<file path="config.mk">
export PLATFORM = sky130hd
export DESIGN_NAME = spi_rx_fifo
export DESIGN_NICKNAME = d
export VERILOG_FILES = /design/src/rtl/spi_rx_fifo.sv
export SDC_FILE = /design/constraint.sdc
export NUM_CORES = 1
export LEC_CHECK = 0
export CAP_MARGIN = 40
export CELL_PAD_IN_SITES_DETAIL_PLACEMENT = 1
export CELL_PAD_IN_SITES_GLOBAL_PLACEMENT = 1
export CORE_UTILIZATION = 40
export DETAILED_ROUTE_END_ITERATION = 10
export DONT_BUFFER_PORTS = 1
export PLACE_DENSITY_LB_ADDON = 0.3
export SLEW_MARGIN = 20
export SYNTH_ARGS = -nofsm -noshare
export SYNTH_HDL_FRONTEND = slang
export SYNTH_SLANG_ARGS = --single-unit
</file>
<file path="constraint.sdc">
create_clock -name clock -period 4.1 [get_ports clock]
set_input_delay 0.205 -clock clock [delete_from_list [all_inputs] [get_ports clock]]
set_output_delay 0.205 -clock clock [all_outputs]
set_load 0.02 [all_outputs]
</file>
<file path="src/rtl/spi_rx_fifo.sv">
// SPI slave receiver: synchronised, mode/bit-order selectable deserialiser feeding a FWFT FIFO.
// Optional macro SPI_RX_STICKY_ERR_EN adds clr_flags and makes the error flags sticky.
module spi_rx_fifo #(
  parameter int WIDTH     = 8,
  parameter int DEPTH     = 4,
  parameter int CPOL      = 0,
  parameter int CPHA      = 0,
  parameter int MSB_FIRST = 1
) (
  input  logic                     clock,
  input  logic                     reset,
  input  logic                     spi_clk,
  input  logic                     data_in,
  input  logic                     chip_select,
  input  logic                     rd_en,
  output logic [WIDTH-1:0]         data_out,
  output logic                     data_valid,
  output logic [$clog2(DEPTH):0]   fifo_count,
  output logic                     done_flag,
  output logic                     over_flow,
  output logic                     under_flow,
  output logic                     frame_error
`ifdef SPI_RX_STICKY_ERR_EN
  ,
  input  logic                     clr_flags
`endif
);

  localparam int   AW          = $clog2(DEPTH);
  localparam int   CW          = $clog2(WIDTH);
  localparam logic CLK_IDLE    = 1'(CPOL);
  localparam bit   SAMPLE_RISE = ((CPOL ^ CPHA) == 0);

  typedef enum logic {IDLE = 1'b0, ACTIVE = 1'b1} state_t;

  logic [1:0]       sclk_sync_r, mosi_sync_r, cs_sync_r;
  logic             sclk_prev_r;
  logic             sample_edge_s;
  state_t           state_r, state_s;
  logic [CW-1:0]    bit_cnt_r, bit_cnt_s;
  logic [WIDTH-1:0] shift_r, shift_s, shifted_s;
  logic             done_s, frame_err_s;
  logic             push_r;
  logic [WIDTH-1:0] word_r;

  logic [WIDTH-1:0] mem_r [DEPTH];
  logic [AW:0]      wr_ptr_r, rd_ptr_r, wr_next_s, rd_next_s, count_s, count_next_s;
  logic             full_s, empty_s, pop_s, wr_ok_s, ovf_s, unf_s;
  logic [WIDTH-1:0] head_s;

`ifdef SPI_RX_STICKY_ERR_EN
  function automatic logic sticky_next(input logic evt, input logic cur, input logic clr);
    sticky_next = evt | (cur & ~clr);
  endfunction
`endif

  // Two-flop synchronisers; spi_clk resets to its idle level so release never fakes an edge
  always_ff @(posedge clock or negedge reset) begin
    if (!reset) begin
      sclk_sync_r <= {2{CLK_IDLE}};
      mosi_sync_r <= 2'b00;
      cs_sync_r   <= 2'b11;
      sclk_prev_r <= CLK_IDLE;
    end else begin
      sclk_sync_r <= {sclk_sync_r[0], spi_clk};
      mosi_sync_r <= {mosi_sync_r[0], data_in};
      cs_sync_r   <= {cs_sync_r[0], chip_select};
      sclk_prev_r <= sclk_sync_r[1];
    end
  end

  assign sample_edge_s = SAMPLE_RISE ? (sclk_sync_r[1] & ~sclk_prev_r)
                                     : (~sclk_sync_r[1] & sclk_prev_r);

  // Receive FSM next-state, shift and bit-count logic
  always_comb begin
    state_s     = state_r;
    bit_cnt_s   = bit_cnt_r;
    shift_s     = shift_r;
    done_s      = 1'b0;
    frame_err_s = 1'b0;
    if (MSB_FIRST != 0) begin
      shifted_s = {shift_r[WIDTH-2:0], mosi_sync_r[1]};
    end else begin
      shifted_s = {mosi_sync_r[1], shift_r[WIDTH-1:1]};
    end
    case (state_r)
      IDLE: begin
        if (!cs_sync_r[1]) begin
          state_s   = ACTIVE;
          bit_cnt_s = '0;
        end else begin
          state_s   = IDLE;
        end
      end
      ACTIVE: begin
        if (cs_sync_r[1]) begin
          state_s     = IDLE;
          frame_err_s = (bit_cnt_r != '0);
          bit_cnt_s   = '0;
          shift_s     = '0;
        end else if (sample_edge_s) begin
          shift_s = shifted_s;
          if (bit_cnt_r == CW'(WIDTH - 1)) begin
            done_s    = 1'b1;
            bit_cnt_s = '0;
          end else begin
            bit_cnt_s = bit_cnt_r + CW'(1);
          end
        end else begin
          state_s = ACTIVE;
        end
      end
      default: begin
        state_s   = IDLE;
        bit_cnt_s = '0;
      end
    endcase
  end

  // Receive FSM state, completed-word handoff register
  always_ff @(posedge clock or negedge reset) begin
    if (!reset) begin
      state_r   <= IDLE;
      bit_cnt_r <= '0;
      shift_r   <= '0;
      done_flag <= 1'b0;
      push_r    <= 1'b0;
      word_r    <= '0;
    end else begin
      state_r   <= state_s;
      bit_cnt_r <= bit_cnt_s;
      shift_r   <= shift_s;
      done_flag <= done_s;
      push_r    <= done_s;
      if (done_s) begin
        word_r <= shifted_s;
      end
    end
  end

  assign count_s      = wr_ptr_r - rd_ptr_r;
  assign full_s       = (count_s == (AW+1)'(DEPTH));
  assign empty_s      = (count_s == '0);
  assign pop_s        = rd_en & ~empty_s;
  assign unf_s        = rd_en & empty_s;
  assign wr_ok_s      = push_r & (~full_s | pop_s);
  assign ovf_s        = push_r & full_s & ~pop_s;
  assign rd_next_s    = rd_ptr_r + {{AW{1'b0}}, pop_s};
  assign wr_next_s    = wr_ptr_r + {{AW{1'b0}}, wr_ok_s};
  assign count_next_s = wr_next_s - rd_next_s;

  // Head after this cycle's update; bypasses the write when it lands on the new read slot
  always_comb begin
    if (count_next_s == '0) begin
      head_s = '0;
    end else if (wr_ok_s && (wr_ptr_r[AW-1:0] == rd_next_s[AW-1:0])) begin
      head_s = word_r;
    end else begin
      head_s = mem_r[rd_next_s[AW-1:0]];
    end
  end

  // FIFO storage, pointers and registered head/status outputs
  always_ff @(posedge clock or negedge reset) begin
    if (!reset) begin
      for (int i = 0; i < DEPTH; i++) begin
        mem_r[i] <= '0;
      end
      wr_ptr_r   <= '0;
      rd_ptr_r   <= '0;
      data_out   <= '0;
      data_valid <= 1'b0;
      fifo_count <= '0;
    end else begin
      if (wr_ok_s) begin
        mem_r[wr_ptr_r[AW-1:0]] <= word_r;
      end
      wr_ptr_r   <= wr_next_s;
      rd_ptr_r   <= rd_next_s;
      data_out   <= head_s;
      data_valid <= (count_next_s != '0);
      fifo_count <= count_next_s;
    end
  end

  // Error flags: single-cycle pulses, or set-dominant sticky bits when enabled
  always_ff @(posedge clock or negedge reset) begin
    if (!reset) begin
      over_flow   <= 1'b0;
      under_flow  <= 1'b0;
      frame_error <= 1'b0;
    end else begin
`ifdef SPI_RX_STICKY_ERR_EN
      over_flow   <= sticky_next(ovf_s, over_flow, clr_flags);
      under_flow  <= sticky_next(unf_s, under_flow, clr_flags);
      frame_error <= sticky_next(frame_err_s, frame_error, clr_flags);
`else
      over_flow   <= ovf_s;
      under_flow  <= unf_s;
      frame_error <= frame_err_s;
`endif
    end
  end

endmodule

</file>
==> run summary <==
The run finished with clean final reports. The largest net degree at the start of global routing is 81. TritonCTS built the clock tree. The number of global-route vias before repair is 2126. The final non-filler cell total came out at 366. The utilization of the core after routing came out at 46.41%. Synthesis instantiated 38 different standard cells from the library. The launch point of the worst path is wr_ptr_r[0]. STA classifies the critical path endpoint as a register. After routing, the total negative slack on setup checks comes to 0 ns. The reported leakage power is 1.878 nW.

Clock tree synthesis found a total of 80 sinks. The final RePlAce weighted congestion is 0.7221. The count of max-cap constraint violations came out at 0. The count of nets after finishing came out at 273. The setup-violating endpoint count in the final report came out at 0. The core outline area came out at 8382 um^2. Derived from the worst setup path, the maximum achievable clock frequency is 0.2746 GHz. The startpoint identified for the worst register-to-register timing path is wr_ptr_r[0]. The net count of the mapped netlist came out at 264.

The global-route congestion overflow total is 0. The vias after detailed routing came out at 2001. Before antenna repair, the detailed router went through 5 iterations. The root buffer cell is clkbuf_8.

The number of warning messages in the yosys log is 0. The area added between synthesis and finish came out at 9.820%. The top-level port count came out at 22.

The CTS H-tree depth came out at 3. The total count of max-transition violations in the final report is 0. After detailed routing, the average wire length per cell comes to 18.54 um. In this run the remaining antenna-violating nets after routing total 0. The post-CTS resize count came out at 0. The data required time at the worst endpoint is 4.30 ns. The sequential share of the synthesized area is 56.59%. Including well taps, the total number of placed cells is 344. The startpoint identified for the worst hold timing path is rd_en.

The count of unresolved DRC violations after routing is 0. The fraction of layout instances using a drive strength above 1 is 19.16%. In this run, the number of DRC markers left after iteration 0 of detailed routing was 130. The data arrival time of the critical path is 3.85 ns. The synthesized design contains 0 enable-type register cells. The overall die area came out at 9235 um^2.

Along the worst path, the maximum fanout reaches 10. The count of inserted antenna diode cells is 0. The tightest slew margin relative to the limit came out at 58.66%. The effective utilization at floorplan is 42.26%. Measured along the y axis, the die boundary spans 96.10 um. In this run, synthesis produced a sequential element count of 80. The hold violation total from the final report was 0. Summed over all layers, the routed wires come to 6786 um. The buffer levels on the longest clock path came out at 2.

The worst voltage drop across the vdd grid is 217.9 uV. The most common flop cell mapped by yosys is dfrtp_1. The average via count per standard cell came out at 5.467. The estimated wirelength of the detail-placed design came out at 4491 um. The layout filler cell count is 852. The number of input and output port buffers inserted came out at 0. The share of the clock period used by the worst path is 88.82%.

The worst hold path belongs to the class in2reg. The die is 96.10 um wide. The number of clock buffers inserted by TritonCTS is 9. The clock-pin slew of the registers on the worst-case setup and hold paths is 0.08 ns. Setup repair after global routing left no endpoint under its margin. The worst path in the final design needs a cycle of 3.642 ns, including I/O delays and setup. The slew at the pin with the worst max-slew slack came out at 0.6182 ns. The total power divided by cell area came out at 486.1 nW/um^2. The setup clock skew after layout is 0.01005 ns. The critical path class is reg2reg. The synthesized area per cell came out at 14.34 um^2. Summing every instance area after synthesis gives 3542 um^2.

The count of standard-cell rows came out at 33. The share of flip-flops with an asynchronous set or reset after synthesis is 100.0%. The first global-routing pass estimated 11300 um of wire. The cell count after synthesis came out at 247.

The worst hold slack after final layout is 0.2564 ns. The initial antenna violation count came out at 0. Global routing used 17.05% of the available tracks. The worst-skew pair later-pin latency came out at 0.35 ns. STA classifies the critical path startpoint as a register.
Yosys cell counts (all sizes together) (2+ instances only):
cell type  instances  area (um^2)
a22oi              7        52.55
inv               14        52.55
mux4               8        180.2
o211ai            17        132.6
a21oi             10        80.08
o2bb2ai            7        61.31
dfrtp             78         1952
clkbuf             6        22.52
and3               3        18.77
xor2               3        26.28
buf                6        42.54
dfstp              2        52.55
nor2b              2        12.51
nor3               2        10.01
mux2              40        480.5
xnor2              4        42.55
nor2               6        22.52
ha                10        125.1
mux2i              2        20.02
nand2              6        22.52
o21ai              4        31.28
logic make-up after synthesis:
kind of cell,Yosys count,synth area share [%]
AO/OA/AOI/OAI,48,10.88
XOR/XNOR,8,2.579
adder cells (fa/ha/maj),11,4.098
buffers and inverters,26,3.320
flip-flops,80,56.59
multiplexers,50,19.22
AND/OR/NAND/NOR,24,3.321
through the flow:
| stage | total power (W) | area (um^2) | setup WS (ns) |
|---|---|---|---|
| final | 0.001891 | 3890 | 0.4582 |
| after global routing | 0.002002 | 3890 | 0.2223 |
| after global placement | 0.001344 | 3631 | 0.2960 |
| after detailed placement | 0.001367 | 3636 | 0.5034 |
| after floorplan | 0.001255 | 3542 | 0.9360 |
| after CTS | 0.001924 | 3890 | 0.4672 |
area by class of cell:
cell class / count / area, um^2 / share of cell area [%]
inverter: 14 / 52.55 / 1.351
timing repair buffer: 10 / 105.1 / 2.702
tap: 105 / 131.4 / 3.377
clock buffer: 13 / 158.9 / 4.085
sequential: 80 / 2004 / 51.53
clock inverter: 3 / 17.52 / 0.4503
multi-input combinational: 141 / 1420 / 36.51
worst max-delay path, cell delays in order, from the launching register on:
cell	delay, ns
dfrtp_1	0.44
inv_1	0.12
ha_1	0.15
nor2b_1	0.25
xnor2_1	0.22
buf_2	0.28
a21oi_1	0.10
ha_1	0.19
ha_1	0.28
inv_1	0.06
fa_1	0.42
xnor3_1	0.40
and3_1	0.51
a21oi_2	0.08
path summary, 6_finish.rpt:
check                                 end  slack [ns]  cells past startpoint
min in group asynchronous     data_out[1]        0.41                      2
min reg2reg                mosi_sync_r[1]        0.35                      0
max                           data_out[6]        0.46                     13
max reg2reg                   data_out[6]        0.46                     13
max in group asynchronous    cs_sync_r[0]        3.34                      2
min                           wr_ptr_r[0]        0.26                      3
metal layers:
layer / up-vias / share of wire [%] / track usage [%]
li1: 919 / - / -
met1: 1033 / 44 / 21.52
met2: 41 / 50 / 27.48
met3: 8 / 4.8 / 5.924
met4: 0 / 1.2 / 5.348
met5: - / 0 / 0
layout by cell type, fill, tap and decap left out, drive strengths merged, types with 2 or more instances in the layout:
cell,instances
a21oi,10
a22oi,7
and3,3
buf,5
clkbuf,13
clkinv,2
dfrtp,78
dfstp,2
dlygate4sd3,5
ha,10
inv,14
mux2,40
mux2i,2
mux4,8
nand2,6
nor2,6
nor2b,2
nor3,2
o211ai,17
o21ai,4
o2bb2ai,7
xnor2,4
xor2,3
state kept, by name, summed over array words and instances, names as in the netlist, 2 cells and up:
name         flops
sclk_sync_r      2
wr_ptr_r         3
word_r           8
fifo_count       3
rd_ptr_r         3
data_out         8
shift_r          7
bit_cnt_r        3
mem_r           32
cs_sync_r        2
mosi_sync_r      2
power breakdown:
group          total (W)  internal, W  switching [W]
Combinational   0.000475     0.000186       0.000289
Clock           0.000525     0.000252       0.000273
Sequential      0.000891     0.000837      0.0000544
Total            0.00189      0.00127       0.000616
what timing repair did:
item / in CTS / in global routing
hold buffers: 6 / 0
setup buffers: 0 / 0
hold endpoints to repair: 84 / 0
setup endpoints to repair: 0 / 0
(Power assumes the default switching activity.)
